$ cat src/rtl/logic_unit_arbiter.sv
// logic_unit_arbiter: round-robin arbiter sharing one registered bitwise
// logic unit among NREQ requesters. The winner's opcode/operands are
// evaluated combinationally and captured in a single output register that
// also records the winner's id and an illegal-opcode flag.
//
// Handshake rules, request side and response side alike:
//   A transfer happens on a rising clk edge where valid and ready are both 1.
//   ready may depend combinationally on valid. A producer holds valid and its
//   payload stable until it sees ready. Dropping valid early only gives up
//   the slot. The response register keeps rsp_data/rsp_id/rsp_err stable
//   while rsp_valid=1 and rsp_ready=0.
module logic_unit_arbiter #(
  parameter int NREQ  = 4,
  parameter int WIDTH = 8,
  parameter int IDW   = 2
) (
  input  logic                  clk,
  input  logic                  rst,
  input  logic [NREQ-1:0]       req_valid,
  input  logic [3*NREQ-1:0]     req_op,
  input  logic [WIDTH*NREQ-1:0] req_a,
  input  logic [WIDTH*NREQ-1:0] req_b,
  output logic [NREQ-1:0]       req_ready,
  output logic                  rsp_valid,
  input  logic                  rsp_ready,
  output logic [WIDTH-1:0]      rsp_data,
  output logic [IDW-1:0]        rsp_id,
  output logic                  rsp_err,
  output logic [15:0]           op_count
);

  localparam logic [2:0]  OP_OR   = 3'd0;
  localparam logic [2:0]  OP_AND  = 3'd1;
  localparam logic [2:0]  OP_XOR  = 3'd2;
  localparam logic [2:0]  OP_NOR  = 3'd3;
  localparam logic [2:0]  OP_NAND = 3'd4;
  localparam logic [2:0]  OP_XNOR = 3'd5;
  localparam logic [2:0]  OP_NOT  = 3'd6;
  localparam logic [15:0] CNT_MAX = 16'hFFFF;

  // Registered state
  logic             rsp_valid_q, rsp_valid_d;
  logic [WIDTH-1:0] rsp_data_q,  rsp_data_d;
  logic [IDW-1:0]   rsp_id_q,    rsp_id_d;
  logic             rsp_err_q,   rsp_err_d;
  logic [15:0]      op_count_q,  op_count_d;
  logic [IDW-1:0]   ptr_q,       ptr_d;

  // Arbitration results
  logic             found;
  logic [IDW-1:0]   grant_idx;
  logic [NREQ-1:0]  grant_vec;
  logic [2:0]       sel_op;
  logic [WIDTH-1:0] sel_a;
  logic [WIDTH-1:0] sel_b;
  logic             accept;
  logic             xfer;

  // Logic unit outputs
  logic [WIDTH-1:0] lu_data;
  logic             lu_err;

  // Output slot can take a new result when empty or being drained this cycle.
  assign accept = !rsp_valid_q || rsp_ready;

  // Round-robin search from ptr upward with wrap; also muxes the winner's payload.
  always_comb begin
    int idx;
    idx       = 0;
    found     = 1'b0;
    grant_idx = '0;
    sel_op    = '0;
    sel_a     = '0;
    sel_b     = '0;
    for (int k = 0; k < NREQ; k++) begin
      idx = int'(ptr_q) + k;
      if (idx >= NREQ) idx = idx - NREQ;
      if (!found && req_valid[idx]) begin
        found     = 1'b1;
        grant_idx = IDW'(idx);
        sel_op    = req_op[3*idx +: 3];
        sel_a     = req_a[WIDTH*idx +: WIDTH];
        sel_b     = req_b[WIDTH*idx +: WIDTH];
      end
    end
  end

  // One-hot grant, gated by slot availability and held low during reset.
  always_comb begin
    grant_vec = '0;
    if (found) grant_vec[grant_idx] = 1'b1;
    req_ready = (accept && !rst) ? grant_vec : '0;
  end

  assign xfer = found && accept && !rst;

  // Bitwise logic unit; opcode 7 is illegal and yields zero with the error flag.
  always_comb begin
    lu_data = '0;
    lu_err  = 1'b0;
    case (sel_op)
      OP_OR:   lu_data = sel_a | sel_b;
      OP_AND:  lu_data = sel_a & sel_b;
      OP_XOR:  lu_data = sel_a ^ sel_b;
      OP_NOR:  lu_data = ~(sel_a | sel_b);
      OP_NAND: lu_data = ~(sel_a & sel_b);
      OP_XNOR: lu_data = ~(sel_a ^ sel_b);
      OP_NOT:  lu_data = ~sel_a;
      default: begin
        lu_data = '0;
        lu_err  = 1'b1;
      end
    endcase
  end

  // Next-state: a transfer loads the result slot, advances the pointer and
  // bumps the saturating counter; otherwise a drain clears the valid flag.
  always_comb begin
    rsp_valid_d = rsp_valid_q;
    rsp_data_d  = rsp_data_q;
    rsp_id_d    = rsp_id_q;
    rsp_err_d   = rsp_err_q;
    op_count_d  = op_count_q;
    ptr_d       = ptr_q;
    if (xfer) begin
      rsp_valid_d = 1'b1;
      rsp_data_d  = lu_data;
      rsp_id_d    = grant_idx;
      rsp_err_d   = lu_err;
      if (op_count_q != CNT_MAX) op_count_d = op_count_q + 16'd1;
      if (grant_idx == IDW'(NREQ - 1)) ptr_d = '0;
      else                             ptr_d = grant_idx + IDW'(1);
    end else if (rsp_ready) begin
      rsp_valid_d = 1'b0;
    end
  end

  // State registers with synchronous reset; a pending result is discarded.
  always_ff @(posedge clk) begin
    if (rst) begin
      rsp_valid_q <= 1'b0;
      rsp_data_q  <= '0;
      rsp_id_q    <= '0;
      rsp_err_q   <= 1'b0;
      op_count_q  <= '0;
      ptr_q       <= '0;
    end else begin
      rsp_valid_q <= rsp_valid_d;
      rsp_data_q  <= rsp_data_d;
      rsp_id_q    <= rsp_id_d;
      rsp_err_q   <= rsp_err_d;
      op_count_q  <= op_count_d;
      ptr_q       <= ptr_d;
    end
  end

  assign rsp_valid = rsp_valid_q;
  assign rsp_data  = rsp_data_q;
  assign rsp_id    = rsp_id_q;
  assign rsp_err   = rsp_err_q;
  assign op_count  = op_count_q;

endmodule

$ cat config.mk
export PLATFORM = sky130hd
export DESIGN_NAME = logic_unit_arbiter
export DESIGN_NICKNAME = d
export VERILOG_FILES = /design/src/rtl/logic_unit_arbiter.sv
export SDC_FILE = /design/constraint.sdc
export NUM_CORES = 1
export LEC_CHECK = 0
export ABC_AREA = 1
export ABC_CLOCK_PERIOD_IN_PS = 9460
export CAP_MARGIN = 20
export CORE_AREA = 2 2 122 124
export DETAILED_ROUTE_END_ITERATION = 8
export DIE_AREA = 0 0 124 126
export PLACE_DENSITY_LB_ADDON = 0.25
export SKIP_CTS_REPAIR_TIMING = 1
export SLEW_MARGIN = 20
export SYNTH_ARGS = -nofsm -noshare
export SYNTH_HDL_FRONTEND = slang
export SYNTH_SLANG_ARGS = --single-unit
$ cat constraint.sdc
create_clock -name clk -period 9.46 [get_ports clk]
set_input_delay 1.892 -clock clk [delete_from_list [all_inputs] [get_ports clk]]
set_output_delay 1.892 -clock clk [all_outputs]
set_load 0.02 [all_outputs]
==> flow_summary.rst, run 1 <==
.. list-table::
   :header-rows: 1

   * - Metric
     - Value
   * - Status
     - finished, final reports clean
   * - Avg Cell Area, Syn
     - about 5.3 µm²
   * - Sink count of the clock tree
     - 30
   * - N_diodes
     - 0
   * - Cell leakage power
     - 3.29 nW
   * - Proportion of power drawn by the clock network
     - 6.4%
   * - Cell Int Power
     - around 970 µW
   * - Detailed-placement wirelength estimate
     - approximately 13 mm
   * - Max-cap check violation count
     - 0
   * - Total power draw
     - 2.66 mW
   * - Top_reg_cell synth
     - sky130_fd_sc_hd__dfxtp_1
   * - Global placement routability congestion
     - approximately 0.94
   * - Fraction of registers with async set or reset after synthesis
     - 0%
   * - Deepest clock path buffer count
     - 2
   * - Sum of negative setup slack
     - 0 ns
   * - Die Outline Area
     - 0.0156 mm²
   * - Post-synthesis sequential element count
     - 30
   * - Total standard cell area after synthesis
     - ~0.0056 mm²
   * - Routed Wire Length
     - about 18 mm
   * - Total global routing track utilization
     - 22.6%
   * - Combinational share of power
     - 87.0%
   * - Grt ovf
     - 0
   * - Maximum fanout along the worst path
     - 23
   * - Core footprint
     - 0.0143 mm²
   * - Root Buffer
     - sky130_fd_sc_hd__clkbuf_16
   * - Maximum resistive drop on vdd
     - 256 µV
   * - Y dimension of the die
     - ~130 µm
   * - Wire length of the first global-routing pass
     - 29.1 mm
   * - Fraction of power spent switching nets
     - 63.4%
   * - Via count of the first global-routing pass
     - between 6,000 and 7,000
   * - FP Rows
     - 44
   * - Die width
     - 124 µm
   * - Tightest Pin Transition
     - 0.976 ns
   * - Input/output buffers
     - 114
   * - Number of CTS-inserted buffers
     - 5
   * - WL/cell
     - 13.5 µm
   * - Max-slew headroom at the worst pin
     - 34.8%
   * - Maximum number of pins on one net before global-route repair
     - 89
   * - Number of detailed-route iterations in the first pass
     - 6
   * - Net switching power
     - 1.69 mW
   * - Count of pins over their slew limit
     - 0
   * - Area overhead of the layout relative to synthesis
     - 22.2%
   * - Net count reported at finish
     - 1,234
   * - Count of endpoints failing hold in the final timing report
     - 0
   * - Fraction of layout instances using a drive strength above 1
     - 4.63%
   * - Count of flip-flops with a built-in enable after synthesis
     - 0
   * - Netlist cell types
     - 49
   * - Critical Path End Type
     - output port
   * - Part of the power in registers
     - 6.6%
   * - Pwr Density
     - 387 mW/mm²
   * - Post-Route Hold Slack
     - about 0.46 ns
   * - Synth warn
     - 0
   * - Routed vias/inst
     - 5.28
   * - TritonCTS clock tree
     - done
   * - Share of synthesized area occupied by flip-flops and latches
     - 10.7%
   * - Drc violations
     - 0
   * - Initial Utilization
     - between 30% and 40%
   * - Worst path required time
     - roughly 7.6 ns
   * - Starting DRT DRC Count
     - between 400 and 500
   * - Number of antenna violations at the first check in global routing
     - 0
   * - Crit path time final
     - 6.99 ns
   * - Fillcell total
     - 1,554
   * - Clock slew at the register clock pins of the worst setup and hold paths
     - about 0.05 ns
   * - I/O pin cnt
     - 115
   * - Layout Skew
     - 0.00320 ns
   * - Type of origin of the critical path
     - input port
   * - Category of the critical setup timing path
     - input port to output port
   * - Util after Layout
     - about 48%
   * - F_max
     - 143 MHz
   * - Clock insertion delay at the later pin of the skew report
     - 0.28 ns
   * - Unrepaired setup endpoints after global routing
     - no
   * - Post-synthesis instance total
     - 1,056
   * - Remaining number of nets flagged by the antenna check after routing
     - 0
   * - Hold Path Class
     - flip-flop to flip-flop
   * - Number of levels the H-tree was split into
     - 2
   * - Final critical-path share of the clock period
     - 73.9%
   * - CP Data Arrival Time
     - 5.10 ns
   * - Vias
     - 6,905
   * - Setup Viol. Count Final
     - 0
power by group through the flow:
stage | Sequential, mW | Combinational (mW) | Clock [mW]
6_report | 0.176 | 2.32 | 0.170
5_1_grt | 0.180 | 2.60 | 0.178
4_1_cts | 0.177 | 2.29 | 0.171
3_5_place_dp | 0.179 | 2.28 | 0
3_3_place_gp | 0.179 | 2.26 | 0
2_1_floorplan | 0.181 | 1.80 | 0
state kept, by name, indices dropped and copies added, names as in the netlist:
signal	count
op_count	16
rsp_data	8
ptr_q	2
rsp_id	2
rsp_err	1
rsp_valid	1
kinds of logic after synthesis:
group           Yosys count  synth area share, %
fa+ha+maj                29                 6.45
flops                    30                 10.7
buf+inv                 195                 14.7
mux                       7                 1.25
other cells               1               0.0667
compound gates          191                 19.5
simple gates            603                 47.3
final cells by class:
type                            count  area, µm²  share of cell area, %
Clock buffer                        6        150                   2.19
Sequential cell                    30        604                   8.80
Inverter                          135        507                   7.38
Timing Repair Buffer              118       1170                   17.0
Multi-Input combinational cell    832       4200                   61.1
Clock inverter                      2       10.0                  0.146
Tap cell                          184        230                   3.35
Yosys cell counts (8+ instances only):
library cell | count | area [µm²]
sky130_fd_sc_hd__nand2_1 | 339 | 1270
sky130_fd_sc_hd__a21oi_1 | 36 | 180
sky130_fd_sc_hd__ha_1 | 29 | 363
sky130_fd_sc_hd__o211ai_1 | 10 | 75.1
sky130_fd_sc_hd__o22ai_1 | 12 | 75.1
sky130_fd_sc_hd__inv_1 | 128 | 480
sky130_fd_sc_hd__nor3_1 | 10 | 50.1
sky130_fd_sc_hd__nand4_1 | 49 | 307
sky130_fd_sc_hd__dfxtp_1 | 30 | 601
sky130_fd_sc_hd__nor2_1 | 96 | 360
sky130_fd_sc_hd__o21ai_0 | 101 | 505
sky130_fd_sc_hd__nand3_1 | 76 | 380
sky130_fd_sc_hd__buf_4 | 8 | 60.1
sky130_fd_sc_hd__buf_2 | 24 | 120
sky130_fd_sc_hd__clkbuf_1 | 20 | 75.1
sky130_fd_sc_hd__nand2_2 | 8 | 50.1
layout by cell type (no fill, tap or decap), types with 8 or more instances in the layout:
cell type and count:
sky130_fd_sc_hd__nand3_1 76, sky130_fd_sc_hd__a21oi_1 36, sky130_fd_sc_hd__o21ai_0 101, sky130_fd_sc_hd__nor2_1 96
sky130_fd_sc_hd__nand2_2 8, sky130_fd_sc_hd__inv_1 128, sky130_fd_sc_hd__ha_1 29, sky130_fd_sc_hd__nand2_1 339
sky130_fd_sc_hd__clkdlybuf4s50_1 114, sky130_fd_sc_hd__o211ai_1 10, sky130_fd_sc_hd__o22ai_1 12, sky130_fd_sc_hd__nand4_1 49
sky130_fd_sc_hd__nor3_1 10, sky130_fd_sc_hd__dfxtp_1 29
routing by layer:
layer,up-vias,track usage [%],wire (µm)
li1,3589,-,-
met1,3089,32.2,8330
met2,201,36.8,8140
met3,26,1.99,916
met4,0,4.69,301
met5,-,0,0
path summary, 6_finish.rpt:
path,from,to,slack [ns],depth (start not counted)
setup reg to reg,ptr_q[1]$_SDFFE_PP0P_,rsp_data[4]$_SDFFE_PP0P_,4.97,21
hold reg to reg,op_count[4]$_SDFFE_PP0P_,op_count[4]$_SDFFE_PP0P_,0.46,2
hold / removal,op_count[4]$_SDFFE_PP0P_,op_count[4]$_SDFFE_PP0P_,0.46,2
setup / recovery,req_valid[3],req_ready[3],2.47,14
critical path, cell delays in order:
cell and delay, ns:
sky130_fd_sc_hd__clkdlybuf4s50_1 0.49, sky130_fd_sc_hd__inv_1 0.04, sky130_fd_sc_hd__nand2_1 0.10, sky130_fd_sc_hd__nand3_2 0.11, sky130_fd_sc_hd__nand2_2 0.38, sky130_fd_sc_hd__inv_2 0.18
sky130_fd_sc_hd__nand2_2 0.15, sky130_fd_sc_hd__nor2_4 0.11, sky130_fd_sc_hd__o31ai_1 0.59, sky130_fd_sc_hd__inv_1 0.15, sky130_fd_sc_hd__ha_1 0.23, sky130_fd_sc_hd__inv_1 0.07
sky130_fd_sc_hd__nor2_1 0.05, sky130_fd_sc_hd__clkdlybuf4s50_1 0.55
metrics by stage:
stage / setup slack (ns) / cell area, µm² / cells
after CTS: 2.48 / 6870 / 1307
after global routing: 2.27 / 6870 / 1307
final: 2.47 / 6870 / 1307
after floorplan: 3.98 / 5630 / 1057
after global placement: 2.54 / 6710 / 1299
after detailed placement: 2.49 / 6710 / 1299
Note: power is estimated with default switching activity, not from simulation.
==> run 2: changes to the inputs <==
--- a/config.mk
+++ b/config.mk
@@ -6,7 +6,7 @@
 export NUM_CORES = 1
 export LEC_CHECK = 0
 export ABC_AREA = 1
-export ABC_CLOCK_PERIOD_IN_PS = 9460
+export ABC_CLOCK_PERIOD_IN_PS = 6200
 export CAP_MARGIN = 20
 export CORE_AREA = 2 2 122 124
 export DETAILED_ROUTE_END_ITERATION = 8
==> constraint.sdc (replaced) <==
create_clock -name clk -period 6.2 [get_ports clk]
set_input_delay 1.24 -clock clk [delete_from_list [all_inputs] [get_ports clk]]
set_output_delay 1.24 -clock clk [all_outputs]
set_load 0.02 [all_outputs]
==> run 2 against run 1 <==
Effect of this change:
- total power rose by 53%
- largest cell class unchanged
- critical endpoint unchanged
- clock power is 59% higher
- worst setup slack got worse by 1.8 ns
==> flow_summary.rst, run 2 (synthesis results as in run 1) <==
.. list-table::
   :header-rows: 1

   * - Metric
     - Value
   * - Wire length of the first global-routing pass
     - 29.7 mm
   * - Proportion of power drawn by the clock network
     - about 6.7%
   * - Detailed-placement wirelength estimate
     - roughly 13 mm
   * - Number of levels the H-tree was split into
     - 2
   * - Fraction of power spent switching nets
     - a little over three fifths
   * - Initial Utilization
     - between 30 and 40%
   * - Worst path required time
     - about 5 ns
   * - Vias
     - 6,888
   * - Fraction of layout instances using a drive strength above 1
     - 5.14%
   * - Sink count of the clock tree
     - 30
   * - Core footprint
     - 0.0143 mm²
   * - Remaining number of nets flagged by the antenna check after routing
     - 0
   * - Max reg flops
     - 16
   * - Part of the power in registers
     - 6.6%
   * - Tightest Pin Transition
     - 0.957 ns
   * - Setup Viol. Count Final
     - 0
   * - Total global routing track utilization
     - approximately 23%
   * - Sum of negative setup slack
     - 0 ns
   * - Cell depth of the worst min-delay path
     - 2
   * - Count of endpoints failing hold in the final timing report
     - 0
   * - Layout Skew
     - 0.00409 ns
   * - Most common library cell in the layout ignoring fill and taps
     - sky130_fd_sc_hd__nand2_1
   * - Area overhead of the layout relative to synthesis
     - 23.0%
   * - Critical Path End Type
     - output port
   * - Die width
     - 124 µm
   * - Crit path time final
     - between 5 and 6 ns
   * - FP Rows
     - 44
   * - Util after Layout
     - 48.3%
   * - Grt ovf
     - 0
   * - Max-cap check violation count
     - 0
   * - Routed vias/inst
     - 5.25
   * - Die Outline Area
     - 0.0156 mm²
   * - Root Buffer
     - sky130_fd_sc_hd__clkbuf_16
   * - Maximum number of pins on one net before global-route repair
     - 83
   * - Cell leakage power
     - approximately 3.3 nW
   * - Input/output buffers
     - 114
   * - Deepest clock path buffer count
     - 2
   * - Global placement routability congestion
     - 0.905
   * - Commonest non-fill, non-tap cells in the layout
     - 339 x sky130_fd_sc_hd__nand2_1, 128 x sky130_fd_sc_hd__inv_1, 114 x sky130_fd_sc_hd__clkdlybuf4s50_1
   * - Net switching power
     - between 2 and 3 mW
   * - Drc violations
     - 0
   * - Unrepaired setup endpoints after global routing
     - no
   * - Routed Wire Length
     - 17.7 mm
   * - Post-Route Hold Slack
     - 0.462 ns
   * - Worst setup margin
     - 0.699 ns
   * - Hold Path Class
     - flip-flop to flip-flop
   * - Clock insertion delay at the later pin of the skew report
     - around 0.28 ns
   * - Net count reported at finish
     - roughly 1,200
   * - Cell Int Power
     - around 1.5 mW
   * - Number of CTS-inserted buffers
     - 5
   * - Combinational share of power
     - 86.7%
   * - Number of antenna violations at the first check in global routing
     - 0
   * - Via count of the first global-routing pass
     - 6,243
   * - Starting DRT DRC Count
     - 490
   * - Clock slew at the register clock pins of the worst setup and hold paths
     - 0.06 ns
   * - N_diodes
     - 0
   * - Final critical-path share of the clock period
     - around nine tenths
   * - Cell count of the worst reg-to-reg path
     - 20
   * - Y dimension of the die
     - ~130 µm
   * - Count of pins over their slew limit
     - 0
   * - CP Data Arrival Time
     - 4.26 ns
   * - Number of detailed-route iterations in the first pass
     - 5
   * - Placement Setup Slack
     - 0.707 ns
   * - TritonCTS clock tree
     - done
   * - WL/cell
     - 13.5 µm
   * - Pwr Density
     - approximately 590 mW/mm²
   * - Max-slew headroom at the worst pin
     - 36.0%
   * - Status
     - finished, final reports clean
   * - Maximum fanout along the worst path
     - 23
   * - I/O pin cnt
     - 115
   * - F_max
     - 182 MHz
   * - Category of the critical setup timing path
     - input port to output port
   * - Maximum resistive drop on vdd
     - about 270 µV
   * - Type of origin of the critical path
     - input port
## run 2: changes by cell type in the layout (fill, tap and decap cells not counted)
| cell | before | now |
|---|---|---|
| sky130_fd_sc_hd__buf_4 | 4 | 10 |
## run 2: path summary, 6_finish.rpt
| kind | end | from | slack [ns] |
|---|---|---|---|
| setup / recovery | req_ready[3] | req_valid[3] | 0.70 |
| hold / removal | rsp_data[1]$_SDFFE_PP0P_ | rsp_data[1]$_SDFFE_PP0P_ | 0.46 |
| setup reg to reg | rsp_data[3]$_SDFFE_PP0P_ | ptr_q[0]$_SDFFE_PP0P_ | 1.54 |
| hold reg to reg | rsp_data[1]$_SDFFE_PP0P_ | rsp_data[1]$_SDFFE_PP0P_ | 0.46 |
## run 2: area by class of cell
cell class / instances / area [µm²]
Sequential cell: 30 / 604
Inverter: 135 / 507
Timing Repair Buffer: 124 / 1220
Clock buffer: 6 / 150
Fill cell: 1556 / 7400
Tap cell: 184 / 230
Multi-Input combinational cell: 832 / 4200
Clock inverter: 2 / 10.0
## run 2: power groups by stage
stage,clock network (mW),logic (mW),registers (mW)
finish,0.271,3.53,0.268
global route,0.279,4.04,0.275
global placement,0,3.47,0.272
CTS,0.271,3.51,0.268
detailed placement,0,3.49,0.272
floorplan,0,2.75,0.276
## run 2: critical path, stage by stage
cell	delay, ns
sky130_fd_sc_hd__clkdlybuf4s50_1	0.49
sky130_fd_sc_hd__inv_1	0.04
sky130_fd_sc_hd__nand2_1	0.10
sky130_fd_sc_hd__nand3_2	0.11
sky130_fd_sc_hd__nand2_2	0.40
sky130_fd_sc_hd__inv_2	0.19
sky130_fd_sc_hd__nand2_2	0.16
sky130_fd_sc_hd__o221ai_1	0.15
sky130_fd_sc_hd__a21oi_1	0.40
sky130_fd_sc_hd__inv_1	0.12
sky130_fd_sc_hd__ha_1	0.20
sky130_fd_sc_hd__inv_1	0.07
sky130_fd_sc_hd__nor2_1	0.04
sky130_fd_sc_hd__clkdlybuf4s50_1	0.54
## run 2: through the flow
stage               area (µm²)  cells  total power, mW
floorplan                 5630   1057             3.03
global placement          6760   1305             3.74
detailed placement        6760   1305             3.77
CTS                       6920   1313             4.05
global route              6920   1313             4.59
finish                    6920   1313             4.07
## run 2: layer usage
metal / share of wire, % / vias to the layer above / track usage (%)
li1: - / 3609 / -
met1: 45 / 3053 / 32.1
met2: 46 / 190 / 36.8
met3: 5.4 / 36 / 2.99
met4: 2.9 / 0 / 7.53
met5: 0 / - / 0
==> run 3: changes to the inputs <==
--- a/config.mk
+++ b/config.mk
@@ -11,6 +11,8 @@
 export CORE_AREA = 2 2 122 124
 export DETAILED_ROUTE_END_ITERATION = 8
 export DIE_AREA = 0 0 124 126
+export GPL_ROUTABILITY_DRIVEN = 0
+export GPL_TIMING_DRIVEN = 1
 export PLACE_DENSITY_LB_ADDON = 0.25
 export SKIP_CTS_REPAIR_TIMING = 1
 export SLEW_MARGIN = 20
==> results of run 3 <==
The final DEF is identical to that of run 2; final timing and power are the same.
